==> src/rtl/seg2hex_rx_pkg.sv <==
// rtl/seg2hex_rx_pkg.sv - shared 7-segment patterns, anode codes and FSM states for seg2hex_rx
package seg2hex_rx_pkg;

  // Active-low segments, bit6=g .. bit0=a
  localparam logic [6:0] SEG_0     = 7'b1000000;
  localparam logic [6:0] SEG_1     = 7'b1111001;
  localparam logic [6:0] SEG_2     = 7'b0100100;
  localparam logic [6:0] SEG_3     = 7'b0110000;
  localparam logic [6:0] SEG_4     = 7'b0011001;
  localparam logic [6:0] SEG_5     = 7'b0010010;
  localparam logic [6:0] SEG_6     = 7'b0000010;
  localparam logic [6:0] SEG_7     = 7'b1111000;
  localparam logic [6:0] SEG_8     = 7'b0000000;
  localparam logic [6:0] SEG_9     = 7'b0010000;
  localparam logic [6:0] SEG_BLANK = 7'b1111111;

  localparam logic [1:0] AN_TENS  = 2'b01;
  localparam logic [1:0] AN_UNITS = 2'b10;
  localparam logic [1:0] AN_NONE  = 2'b11;
  localparam logic [1:0] AN_BOTH  = 2'b00;

  typedef enum logic [1:0] {
    S_WAIT   = 2'd0,
    S_SETTLE = 2'd1,
    S_HOLD   = 2'd2
  } rx_state_t;

  // tens*10+units without a multiplier; 99 fits in 7 bits
  function automatic logic [6:0] bcd_pair_value(input logic [3:0] tens, input logic [3:0] units);
    return ({3'b000, tens} << 3) + ({3'b000, tens} << 1) + {3'b000, units};
  endfunction

endpackage

==> src/rtl/seg2hex_rx_decode.sv <==
// rtl/seg2hex_rx_decode.sv - combinational 7-segment pattern to BCD digit decoder
module seg2hex_rx_decode
  import seg2hex_rx_pkg::*;
(
  input  logic [6:0] i_seg,
  input  logic       i_is_tens,
  output logic [3:0] o_digit,
  output logic       o_ok
);

  always_comb begin
    o_digit = 4'd0;
    o_ok    = 1'b1;
    case (i_seg)
      SEG_0:     o_digit = 4'd0;
      SEG_1:     o_digit = 4'd1;
      SEG_2:     o_digit = 4'd2;
      SEG_3:     o_digit = 4'd3;
      SEG_4:     o_digit = 4'd4;
      SEG_5:     o_digit = 4'd5;
      SEG_6:     o_digit = 4'd6;
      SEG_7:     o_digit = 4'd7;
      SEG_8:     o_digit = 4'd8;
      SEG_9:     o_digit = 4'd9;
      // Leading-zero blanking only makes sense on the tens digit
      SEG_BLANK: o_ok    = i_is_tens;
      default:   o_ok    = 1'b0;
    endcase
  end

endmodule

==> src/rtl/seg2hex_rx.sv <==
// rtl/seg2hex_rx.sv - receive side of the two-digit 7-segment bus: digit FSM, frame stability, publish
module seg2hex_rx
  import seg2hex_rx_pkg::*;
#(
  parameter int SETTLE_CYC    = 4,
  parameter int STABLE_FRAMES = 2,
  parameter int TIMEOUT_CYC   = 65535
) (
  input  logic       i_clk,
  input  logic       i_rst_n,
  input  logic [6:0] i_seg,
  input  logic [1:0] i_an,
  input  logic       i_ready,
  output logic       o_valid,
  output logic [3:0] o_tens,
  output logic [3:0] o_units,
  output logic [6:0] o_value,
  output logic       o_err,
  output logic       o_overrun,
  output logic       o_stale
);

  localparam int CW = $clog2(SETTLE_CYC + 1);
  localparam int SW = $clog2(STABLE_FRAMES + 1);
  localparam int TW = $clog2(TIMEOUT_CYC + 1);
  localparam logic [CW-1:0] CNT_LAST   = CW'(SETTLE_CYC - 1);
  localparam logic [SW-1:0] STABLE_MAX = SW'(STABLE_FRAMES);
  localparam logic [TW-1:0] TO_MAX     = TW'(TIMEOUT_CYC);
  localparam logic [TW-1:0] TO_LAST    = TW'(TIMEOUT_CYC - 1);

  rx_state_t     r_state;
  logic [CW-1:0] r_cnt;
  logic [1:0]    r_an;
  logic [6:0]    r_seg;
  logic [3:0]    r_tens_slot, r_units_slot;
  logic          r_tens_ok, r_units_ok;
  logic          r_err;
  logic [7:0]    r_cand, r_last_pub;
  logic [SW-1:0] r_stable;
  logic          r_pub_seen;
  logic          r_valid, r_overrun, r_stale;
  logic [3:0]    r_tens, r_units;
  logic [6:0]    r_value;
  logic [TW-1:0] r_to_cnt;

  logic [3:0]    w_digit;
  logic          w_ok, w_restart, w_frame_done, w_publish;
  logic [7:0]    w_frame;
  logic [SW-1:0] w_next_stable;

  seg2hex_rx_decode u_decode (
    .i_seg     (r_seg),
    .i_is_tens (r_an == AN_TENS),
    .o_digit   (w_digit),
    .o_ok      (w_ok)
  );

  // WAIT, a change while settling, and an anode change in HOLD all re-evaluate i_an the same way
  assign w_restart = (r_state == S_WAIT) ||
                     ((r_state == S_SETTLE) && ((i_an != r_an) || (i_seg != r_seg))) ||
                     ((r_state == S_HOLD) && (i_an != r_an));

  always_ff @(posedge i_clk) begin
    if (!i_rst_n) begin
      r_state      <= S_WAIT;
      r_cnt        <= '0;
      r_an         <= AN_NONE;
      r_seg        <= SEG_BLANK;
      r_tens_slot  <= '0;
      r_units_slot <= '0;
      r_tens_ok    <= 1'b0;
      r_units_ok   <= 1'b0;
      r_err        <= 1'b0;
    end else begin
      r_an  <= i_an;
      r_seg <= i_seg;
      r_err <= 1'b0;
      if (w_frame_done) begin
        r_tens_ok  <= 1'b0;
        r_units_ok <= 1'b0;
      end
      if (w_restart) begin
        r_cnt <= CW'(1);
        case (i_an)
          AN_NONE: r_state <= S_WAIT;
          AN_BOTH: begin
            r_state <= S_WAIT;
            r_err   <= 1'b1;
          end
          default: r_state <= S_SETTLE;
        endcase
      end else if (r_state == S_SETTLE) begin
        if (r_cnt == CNT_LAST) begin
          r_state <= S_HOLD;
          if (!w_ok) begin
            r_err      <= 1'b1;
            r_tens_ok  <= 1'b0;
            r_units_ok <= 1'b0;
          end else if (r_an == AN_TENS) begin
            r_tens_slot <= w_digit;
            r_tens_ok   <= 1'b1;
          end else begin
            r_units_slot <= w_digit;
            r_units_ok   <= 1'b1;
          end
        end else begin
          r_cnt <= r_cnt + CW'(1);
        end
      end
    end
  end

  assign w_frame_done  = r_tens_ok && r_units_ok;
  assign w_frame       = {r_tens_slot, r_units_slot};
  assign w_next_stable = (w_frame != r_cand)     ? SW'(1) :
                         (r_stable == STABLE_MAX) ? r_stable : r_stable + SW'(1);
  assign w_publish     = w_frame_done && (w_next_stable == STABLE_MAX) &&
                         (!r_pub_seen || (w_frame != r_last_pub));

  always_ff @(posedge i_clk) begin
    if (!i_rst_n) begin
      r_cand     <= '0;
      r_stable   <= '0;
      r_last_pub <= '0;
      r_pub_seen <= 1'b0;
      r_valid    <= 1'b0;
      r_overrun  <= 1'b0;
      r_tens     <= '0;
      r_units    <= '0;
      r_value    <= '0;
      r_to_cnt   <= '0;
      r_stale    <= 1'b0;
    end else begin
      if (w_frame_done) begin
        r_cand   <= w_frame;
        r_stable <= w_next_stable;
      end
      if (w_publish) begin
        r_tens     <= r_tens_slot;
        r_units    <= r_units_slot;
        r_value    <= bcd_pair_value(r_tens_slot, r_units_slot);
        r_last_pub <= w_frame;
        r_pub_seen <= 1'b1;
        r_valid    <= 1'b1;
        r_overrun  <= r_valid && !i_ready;
      end else begin
        r_overrun <= 1'b0;
        if (r_valid && i_ready) r_valid <= 1'b0;
      end
      if (w_frame_done) begin
        r_to_cnt <= '0;
        r_stale  <= 1'b0;
      end else if (r_to_cnt != TO_MAX) begin
        r_to_cnt <= r_to_cnt + TW'(1);
        if (r_to_cnt == TO_LAST) r_stale <= 1'b1;
      end
    end
  end

  assign o_valid   = r_valid;
  assign o_tens    = r_tens;
  assign o_units   = r_units;
  assign o_value   = r_value;
  assign o_err     = r_err;
  assign o_overrun = r_overrun;
  assign o_stale   = r_stale;

endmodule
==> config.mk <==
export PLATFORM = sky130hd
export DESIGN_NAME = seg2hex_rx
export DESIGN_NICKNAME = d
export VERILOG_FILES = /design/src/rtl/seg2hex_rx_pkg.sv /design/src/rtl/seg2hex_rx_decode.sv /design/src/rtl/seg2hex_rx.sv
export SDC_FILE = /design/constraint.sdc
export NUM_CORES = 1
export LEC_CHECK = 0
export CAP_MARGIN = 20
export CORE_MARGIN = 4
export CORE_UTILIZATION = 55
export DETAILED_ROUTE_END_ITERATION = 7
export PLACE_DENSITY = 0.74
export SLEW_MARGIN = 20
export SYNTH_ARGS = -nofsm -noshare
export SYNTH_HDL_FRONTEND = slang
export SYNTH_SLANG_ARGS = --single-unit
==> constraint.sdc <==
create_clock -name i_clk -period 3.45 [get_ports i_clk]
set_input_delay 0.345 -clock i_clk [delete_from_list [all_inputs] [get_ports i_clk]]
set_output_delay 0.345 -clock i_clk [all_outputs]
set_load 0.02 [all_outputs]
**Word level (Yosys, flattened, before mapping)**

Index checks and enable logic that the tools add are counted.

- Register bits after elaboration: 78
- Bits of input ports: 12
- Output and inout port bits: 19
- Word-level logic and storage cells: 114

- Add/subtract/negate cells: 5
- Equality and inequality tests: 24
- Muxes and demuxes: 30
- Bitwise operators: 4
- Reductions and logical operators: 30

Operator list:

| kind | number |
|---|---|
| $pmux 4 s9 | 1 |
| $eq 7x7->1 const B | 4 |
| $mux 1 | 23 |
| $eq 7x5->1 const B | 3 |
| $add 16x1->16 const B | 1 |
| $eq 16x16->1 const B | 1 |
| $ne 16x16->1 const B | 1 |
| $ne 8x8->1 | 2 |
| $eq 7x6->1 const B | 2 |
| $mux 2 | 5 |
| $reduce_and 2->1 | 5 |
| $reduce_and 5->1 | 2 |
| $reduce_or 10->1 | 1 |
| $eq 2x2->1 const B | 4 |
| $add 7x4->7 | 1 |
| $add 7x5->7 | 1 |
| $eq 7x2->1 const B | 1 |
| $logic_and 1x1->1 | 7 |
| $logic_not 7->1 | 1 |
| $ne 7x7->1 | 1 |
| $reduce_bool 2->1 | 3 |
| $reduce_or 2->1 | 3 |
| $eq 2x1->1 const B | 2 |
| $logic_not 2->1 | 2 |
| other kinds (9) | 16 |

**Longest topological paths before layout**

Gate-level depths: netlist of run 1.

- Depth in word-level cells: 7
- Depth in mapped cells: 8
- Mapped depth without buffers: 8

**Modules after synthesis**

A second synthesis of run 1 with hierarchy kept.

- Cells, all modules: 404
- Area, all modules: 3,480.8 µm²

By module, submodules not included:

| module | times used | cells an instance | area an instance (µm²) | seq. area each (µm²) |
|---|---|---|---|---|
| seg2hex_rx | 1 | 374 | 3,291.9 | 1,381.3 |
| seg2hex_rx_decode | 1 | 30 | 188.9 | 0.0 |

**Worst setup path before layout of run 1**

OpenSTA, ideal clock, no wires.

- Kind: flip-flop to flip-flop
- Start: reg r_tens_slot[2]
- End: reg r_value[6], in the netlist o_value[6]
- Setup time: 0.072 ns
- Arrival: 2.025 ns
- Required time: 3.378 ns
- Slack: 1.353 ns
- Cell stages (with the launch flop): 8
- Buffers on the path: 0
- Clock period less this slack: 2.097 ns
- Cells stage by stage: dfxtp_1 -> fa_1 -> fa_1 -> a21o_1 -> a21oi_1 -> xnor2_1 -> nand2_1 -> mux2i_1

- Cells in the longest elaborated chain, start to end: 5
- Elaborated cells on any way between the ends: 9
- Classes of those cells: add/sub (2); eq/ne (3); mux (1); reduce/logical (3)

RTL lines:

| element | RTL line | text |
|---|---|---|
| from (decl) | seg2hex_rx.sv:35 | `logic [3:0] r_tens_slot, r_units_slot;` |
| from (signal assigned) | seg2hex_rx.sv:100 | `r_tens_slot <= w_digit;` |
| parallel branches: the longest is 5 deep, another holds $add 7x5->7 | - |  |
| to (signal assigned) | seg2hex_rx.sv:141 | `r_value <= bcd_pair_value(r_tens_slot, r_units_slot);` |
| to (decl) | seg2hex_rx.sv:43 | `logic [6:0] r_value;` |

Parallel ways; which one is timed is not known.
A chain may end at the register's enable or synchronous reset.

**Worst setup path after layout of run 1**

Same ends and word-level chain as after synthesis.

==> flow_summary_export.csv, run 1 <==
group,metric,value,unit
critical_path,path_cells,"fa_1 -> fa_1 -> a21o_1 -> a21oi_1 -> xnor2_1 -> nand2_1 -> mux2i_1",
power,p_per_area,405,nW/um2
clock_tree,cts_setup_buffers,0,
min_path,min_to,"o_value[3]",
timing,final.setup.worst_slack,1.14,ns
synth,avgSynthCellArea,8.85,um2
detailed_routing,drc,0,
power,power.internal,1.27,mW
detailed_routing,drt-wirelength-per-cell,13.8,um
synth,yosys.area.top_type_share,39.1,%
critical_path,cp_common_cell,"fa_1",
clock_tree,cts_resized,0,
timing,setup_viol,0,
critical_path,critPathBufInv,0,
detailed_routing,dr_total_vias,2767,
min_path,hp-class,"reg2reg",
critical_path,r2r_slack,1.14,ns
clock_tree,cts_root_buffer,"clkbuf_8",
grt,grt_max_degree,34,
layout,area_growth_syn_to_layout,15.1,%
detailed_routing,antenna_left,0,
timing,worst_pin_slew,0.552,ns
placement,dp_hpwl,4990,um
critical_path,slowest_delay,0.53,ns
critical_path,rr_endpoint,"o_value[6]",
timing,relSlewSlack,63.2,%
clock_tree,clockBufferDepth,2,
critical_path,cp.required,3.73,ns
placement,dpl_worst_slack,1.13,ns
grt,grt_usage,19.8,%
power,switchingPower,0.375,mW
clock_tree,cts_buffers,9,
synth,ys.flop_type,"dfxtp_1",
detailed_routing,firstDrtPassIters,5,
placement,port_buffers,30,
detailed_routing,vias_per_cell,5.51,
power,ir_worst_vdd,0.249,mV
critical_path,slowest_stage,"dfxtp_1",
floorplan,io_pins,31,
floorplan,die_area,7760,um2
synth,synth_fp_nets,426,
critical_path,path_class,"reg2reg",
timing,hold_viol_final,0,
floorplan,coreArea,6060,um2
clock_tree,htreeDepth,3,
min_path,min_path_cells,2,
synth,synth.cell_area,3530,um2
flow_run,cap_violations,0,
critical_path,rr_worst_depth,7,
critical_path,worstSetupEndpointType,"register",
floorplan,rows,28,
power,p_seq_share,50.1,%
clock_tree,clk_latency,0.34,ns
synth,synth_top_area_cell,"dfxtp_1",
critical_path,r2r_start,"r_tens_slot[2]",
grt,grt_pass1_vias,2638,
clock_tree,cts_tree,"yes",
layout,nets,449,
clock_tree,path_clk_slew,0.08,ns
grt,antenna_found_initial,0,
floorplan,fp.dieH,88.1,um
floorplan,start_util,58.2,%
grt,grt_overflow,0,
synth,async_flop_share,0,%
detailed_routing,totalWireLength,6950,um
synth,synth-edff-count,0,
synth,ys_ff_latch,69,
timing,maxSlewViolCount,0,
grt,grt_first_pass_wirelength,12100,um
detailed_routing,drt_iter0_markers,111,
synth,yosys_warnings,0,
critical_path,start_kind,"register",
floorplan,die_w,88.1,um
placement,gp_congestion,0.796,
power,pwr-share-clk,45.1,%
timing,fin_setup_tns,0,ns
timing,rsz0062_at_grt,"no",
timing,timing.final.crit_period,2.31,ns
critical_path,critical_path.top_delay_family,"adder cells",
min_path,min_from,"o_value[3]",
layout,finalCoreUtilization,67.0,%
timing,finalClockSkew,0.00857,ns
clock_tree,clock-sinks,69,
timing,finalCritPeriodShare,67.1,%
clock_tree,postCtsHoldBufs,0,
timing,max_freq,0.432,GHz
layout,design_area,4060,um2
synth,yosys-top-cells-area,"dfxtp_1, xor2_1, nand2_1",
layout,drive_gt1_share,6.09,%
synth,netlist_instances,399,
power,power,1.64,mW
layout,final_common_cell,"dfxtp_1",
power,p_leak,1.61,nW
power,p_comb_share,4.8,%
layout,final_cell_mix,"dfxtp_1, nand2_1, clkdlybuf4s50_1",
synth,synth.distinct_cells,49,
layout,diodes,0,
critical_path,worstPathArrival,2.59,ns
critical_path,cp_max_fo,7,
run_status,status,"complete, no violations",
synth,yosysSeqAreaShare,39.1,%
power,switching_share,22.8,%
placement,dpl_cell_area,3840,um2
-- synth_stat cells, types with 2 or more instances --
cell and number:
clkbuf_1 14, nor2_1 25, buf_6 2, nand4bb_1 2
nand3_1 14, nor4_2 2, nor3_1 13, and4_1 4
inv_1 9, and4b_1 2, fa_1 2, ha_1 13
xor2_1 27, a21o_1 3, nand2_1 61, dfxtp_1 69
buf_2 2, nor2b_1 2, a211oi_1 2, nand4_1 6
a21boi_0 10, nand2b_1 11, o21ai_0 14, o311ai_0 2
o21a_1 6, mux2i_1 20, or3_1 3, xnor2_1 16
nand4b_1 3, a21oi_1 11, nor3b_1 2, nor4_1 4
and3_1 7
-- worst max-delay path by stage --
| stage | from | endpoint | depth (start not counted) |
|---|---|---|---|
| floorplan | r_tens_slot[2] | o_value[6] | 7 |
| global placement | r_tens_slot[2] | o_value[6] | 7 |
| detailed placement | r_tens_slot[2] | o_value[6] | 7 |
| CTS | r_tens_slot[2] | o_value[6] | 7 |
| global route | r_tens_slot[2] | o_value[6] | 7 |
| finish | r_tens_slot[2] | o_value[6] | 7 |
-- per-stage QoR --
stage	hold slack (ns)	cells
floorplan	0.445	399
global placement	0.443	486
detailed placement	0.450	486
CTS	0.463	502
global route	0.479	502
finish	0.459	502
-- power groups by stage --
stage                     clock network, mW  logic [mW]  registers, mW
after floorplan                           0      0.0610          0.833
after global placement                    0      0.0766          0.842
after detailed placement                  0      0.0789          0.843
after CTS                             0.755      0.0793          0.824
after global routing                  0.792      0.0885          0.827
final                                 0.742      0.0785          0.824
-- state kept, by name, summed over array words and instances (netlist names), 3 cells and up --
name	flops
r_seg	7
r_cand	8
r_units_slot	4
o_value	6
r_to_cnt	16
r_cnt	3
r_tens_slot	4
r_last_pub	8
-- cells by family after synthesis --
| family | Yosys count | share of synthesized area, % |
|---|---|---|
| AO/OA/AOI/OAI | 53 | 9.78 |
| XOR/XNOR | 43 | 10.7 |
| adder cells (fa/ha/maj) | 15 | 5.74 |
| buffers and inverters | 29 | 3.69 |
| flip-flops | 69 | 39.1 |
| multiplexers | 21 | 5.99 |
| AND/OR/NAND/NOR | 169 | 25.0 |
-- routing by layer --
metal,global-route usage (%),routed length (um),vias to the layer above
li1,-,-,1429
met1,25.5,3350,1284
met2,31.8,3220,41
met3,3.57,271,13
met4,9.62,104,0
met5,0,0,-
-- layout make-up --
type                       instances  area, um2
multi-input combinational        301       2020
fill                             529       2000
sequential                        69       1380
timing repair buffer              32        310
clock buffer                      10        138
tap                               75       93.8
clock inverter                     6       86.3
inverter                           9       33.8
-- worst min-delay path, cell delays in order (launching register included) --
cell	delay, ns
dfxtp_1	0.31
nand2_1	0.05
mux2i_1	0.05
Note: power is estimated with default switching activity, not from simulation.
==> run 2: changes to the inputs <==
--- a/config.mk
+++ b/config.mk
@@ -7,9 +7,9 @@
 export LEC_CHECK = 0
 export CAP_MARGIN = 20
 export CORE_MARGIN = 4
-export CORE_UTILIZATION = 55
+export CORE_UTILIZATION = 52
 export DETAILED_ROUTE_END_ITERATION = 7
-export PLACE_DENSITY = 0.74
+export PLACE_DENSITY = 0.73
 export SLEW_MARGIN = 20
 export SYNTH_ARGS = -nofsm -noshare
 export SYNTH_HDL_FRONTEND = slang
==> constraint.sdc (replaced) <==
create_clock -name i_clk -period 1.9 [get_ports i_clk]
set_input_delay 0.19 -clock i_clk [delete_from_list [all_inputs] [get_ports i_clk]]
set_output_delay 0.19 -clock i_clk [all_outputs]
set_load 0.02 [all_outputs]
==> run 2 against run 1 <==
Effect of this change: wire length rose by 11%; highest routed layer unchanged; the flow now finishes with violations (setup timing); worst setup slack lost 1.2 ns; first-iteration DRC count is 7.2% higher; sequential power is 81% higher.
==> flow_summary_export.csv, run 2 (synthesis results as in run 1) <==
group,metric,value,unit
run_status,status,"finished with violations",
run_status,violations,"setup timing",
clock_tree,clk_latency,0.34,ns
detailed_routing,drt-wirelength-per-cell,14.5,um
critical_path,cp_max_fo,2,
layout,final_common_cell,"nand2_1",
clock_tree,clockBufferDepth,2,
critical_path,path_class,"reg2reg",
critical_path,worstPathArrival,2.21,ns
grt,grt_max_degree,35,
timing,max_freq,0.516,GHz
detailed_routing,dr_total_vias,2948,
detailed_routing,firstDrtPassIters,4,
grt,grt_pass1_vias,2820,
timing,timing.final.crit_period,1.94,ns
layout,diodes,0,
timing,final.setup.worst_slack,-0.0379,ns
placement,gp_congestion,0.792,
timing,finalClockSkew,0.00816,ns
min_path,min_to,"r_an[0]",
timing,finalCritPeriodShare,102,%
placement,port_buffers,30,
grt,grt_first_pass_wirelength,12800,um
detailed_routing,antenna_left,0,
layout,largestRegisters,"r_to_cnt: 16 flops, r_cand: 8 flops, r_last_pub: 8 flops",
min_path,min_path_cells,2,
detailed_routing,drc,0,
timing,setup_viol,10,
detailed_routing,dr_wl_met2,3510,um
detailed_routing,vias_per_cell,5.51,
grt,grt_usage,18.8,%
layout,largest_register_ffs,16,
layout,drive_gt1_share,17.5,%
min_path,hp-class,"in2reg",
floorplan,start_util,54.6,%
clock_tree,htreeDepth,3,
clock_tree,path_clk_slew,0.07,ns
placement,dp_hpwl,5460,um
critical_path,rr_worst_depth,7,
timing,relSlewSlack,64.1,%
floorplan,die_area,8170,um2
layout,nets,482,
layout,nFillCells,551,
layout,regArea,1400,um2
floorplan,rows,29,
detailed_routing,totalWireLength,7730,um
detailed_routing,wl_met3,185,um
power,p_leak,1.77,nW
clock_tree,cts_tree,"yes",
grt,grt_overflow,0,
floorplan,die_w,90.4,um
critical_path,worstSetupEndpointType,"register",
power,p_per_area,636,nW/um2
timing,rsz0062_at_grt,"yes",
floorplan,coreArea,6460,um2
layout,final_cell_mix,"nand2_1, dfxtp_1, buf_4",
layout,largest-register,"r_to_cnt",
placement,dpl_cell_area,4090,um2
detailed_routing,drt-met1-wl,3880,um
min_path,min_from,"i_rst_n",
timing,worst_pin_slew,0.537,ns
critical_path,r2r_slack,-0.04,ns
critical_path,start_kind,"register",
clock_tree,cts_root_buffer,"clkbuf_8",
floorplan,fp.dieH,90.4,um
detailed_routing,maxUsedRoutingLayer,"met4",
floorplan,io_pins,31,
timing,maxSlewViolCount,0,
grt,antenna_found_initial,0,
critical_path,r2r_start,"r_tens_slot[2]",
power,ir_worst_vdd,0.372,mV
clock_tree,postCtsHoldBufs,0,
layout,design_area,4390,um2
layout,multi_input_area,2090,um2
layout,finalCoreUtilization,68.0,%
critical_path,rr_endpoint,"o_value[6]",
timing,hold_viol_final,0,
clock_tree,cts_buffers,9,
flow_run,cap_violations,0,
critical_path,cp.required,2.18,ns
clock_tree,clock-sinks,69,
detailed_routing,drt_iter0_markers,119,
layout,area_growth_syn_to_layout,24.4,%
[run 2: changes by cell type in the layout (fill, tap and decap cells not counted), sizes merged]
cell      delta
buf         +32
clkbuf       +4
bufinv       -2
clkinv       -2
clkinvlp     -1
[run 2: timing repair]
action,4_1_cts,5_1_grt
endpoints found under the setup margin,12,25
pin swaps,2,11
buffers inserted,0,3
gates cloned,0,1
resized for setup,3,17
[run 2: worst max path at each step]
stage                          from               to  slack (ns)  depth (start not counted)
finish               r_tens_slot[2]       o_value[6]       -0.04                          7
global route        r_units_slot[3]    r_last_pub[5]       -0.16                          8
CTS                 r_units_slot[3]       o_value[6]       -0.07                          7
detailed placement         i_seg[5]   r_tens_slot[2]       -0.07                          7
global placement           i_seg[5]  r_units_slot[1]       -0.05                          7
floorplan            r_tens_slot[3]    r_last_pub[0]       0.003                          7
[run 2: worst max-delay path, stage by stage, from the launching register on]
cell and delay (ns):
dfxtp_4 0.35, fa_2 0.50, fa_2 0.41, a21o_1 0.17, a21oi_2 0.13, xnor2_1 0.13, nand2_1 0.07, mux2i_1 0.13
[run 2: metrics by stage]
stage | hold WS, ns | TNS [ns] | setup WS [ns] | instances | power (mW)
2_1_floorplan | 0.290 | 0 | 0.00267 | 399 | 1.62
3_3_place_gp | 0.442 | -0.419 | -0.0547 | 517 | 1.69
3_5_place_dp | 0.450 | -0.613 | -0.0749 | 517 | 1.70
4_1_cts | 0.178 | -0.105 | -0.0662 | 531 | 2.81
5_1_grt | 0.192 | -2.06 | -0.156 | 535 | 2.90
6_report | 0.182 | -0.163 | -0.0379 | 535 | 2.79
[run 2: cell type report]
cell class	instances	share of cell area [%]
clock inverters	1	0.114
flip-flops and latches	69	31.8
multi-input cells	301	47.5
inverters	9	0.769
clock buffers	13	4.07
well taps	77	2.19
repair buffers	65	13.5
[run 2: report_power, final]
part / switching, mW / internal, mW / leakage [nW] / total, mW
combinational: 0.0921 / 0.0886 / 1.11 / 0.181
sequential: 0.0230 / 1.46 / 0.563 / 1.49
clock: 0.526 / 0.601 / 0.0974 / 1.13
[run 2: layer usage]
metal / track usage, % / up-vias
met5: 0 / -
met4: 9.18 / 0
met3: 2.83 / 12
met2: 29.7 / 48
met1: 25.2 / 1404
li1: - / 1484
==> run 3: changes to the inputs <==
--- a/config.mk
+++ b/config.mk
@@ -8,6 +8,7 @@
 export CAP_MARGIN = 20
 export CORE_MARGIN = 4
 export CORE_UTILIZATION = 52
+export CTS_CLUSTER_DIAMETER = 60
 export DETAILED_ROUTE_END_ITERATION = 7
 export PLACE_DENSITY = 0.73
 export SLEW_MARGIN = 20
==> results of run 3 <==
The final DEF is identical to that of run 2; final timing and power are the same.
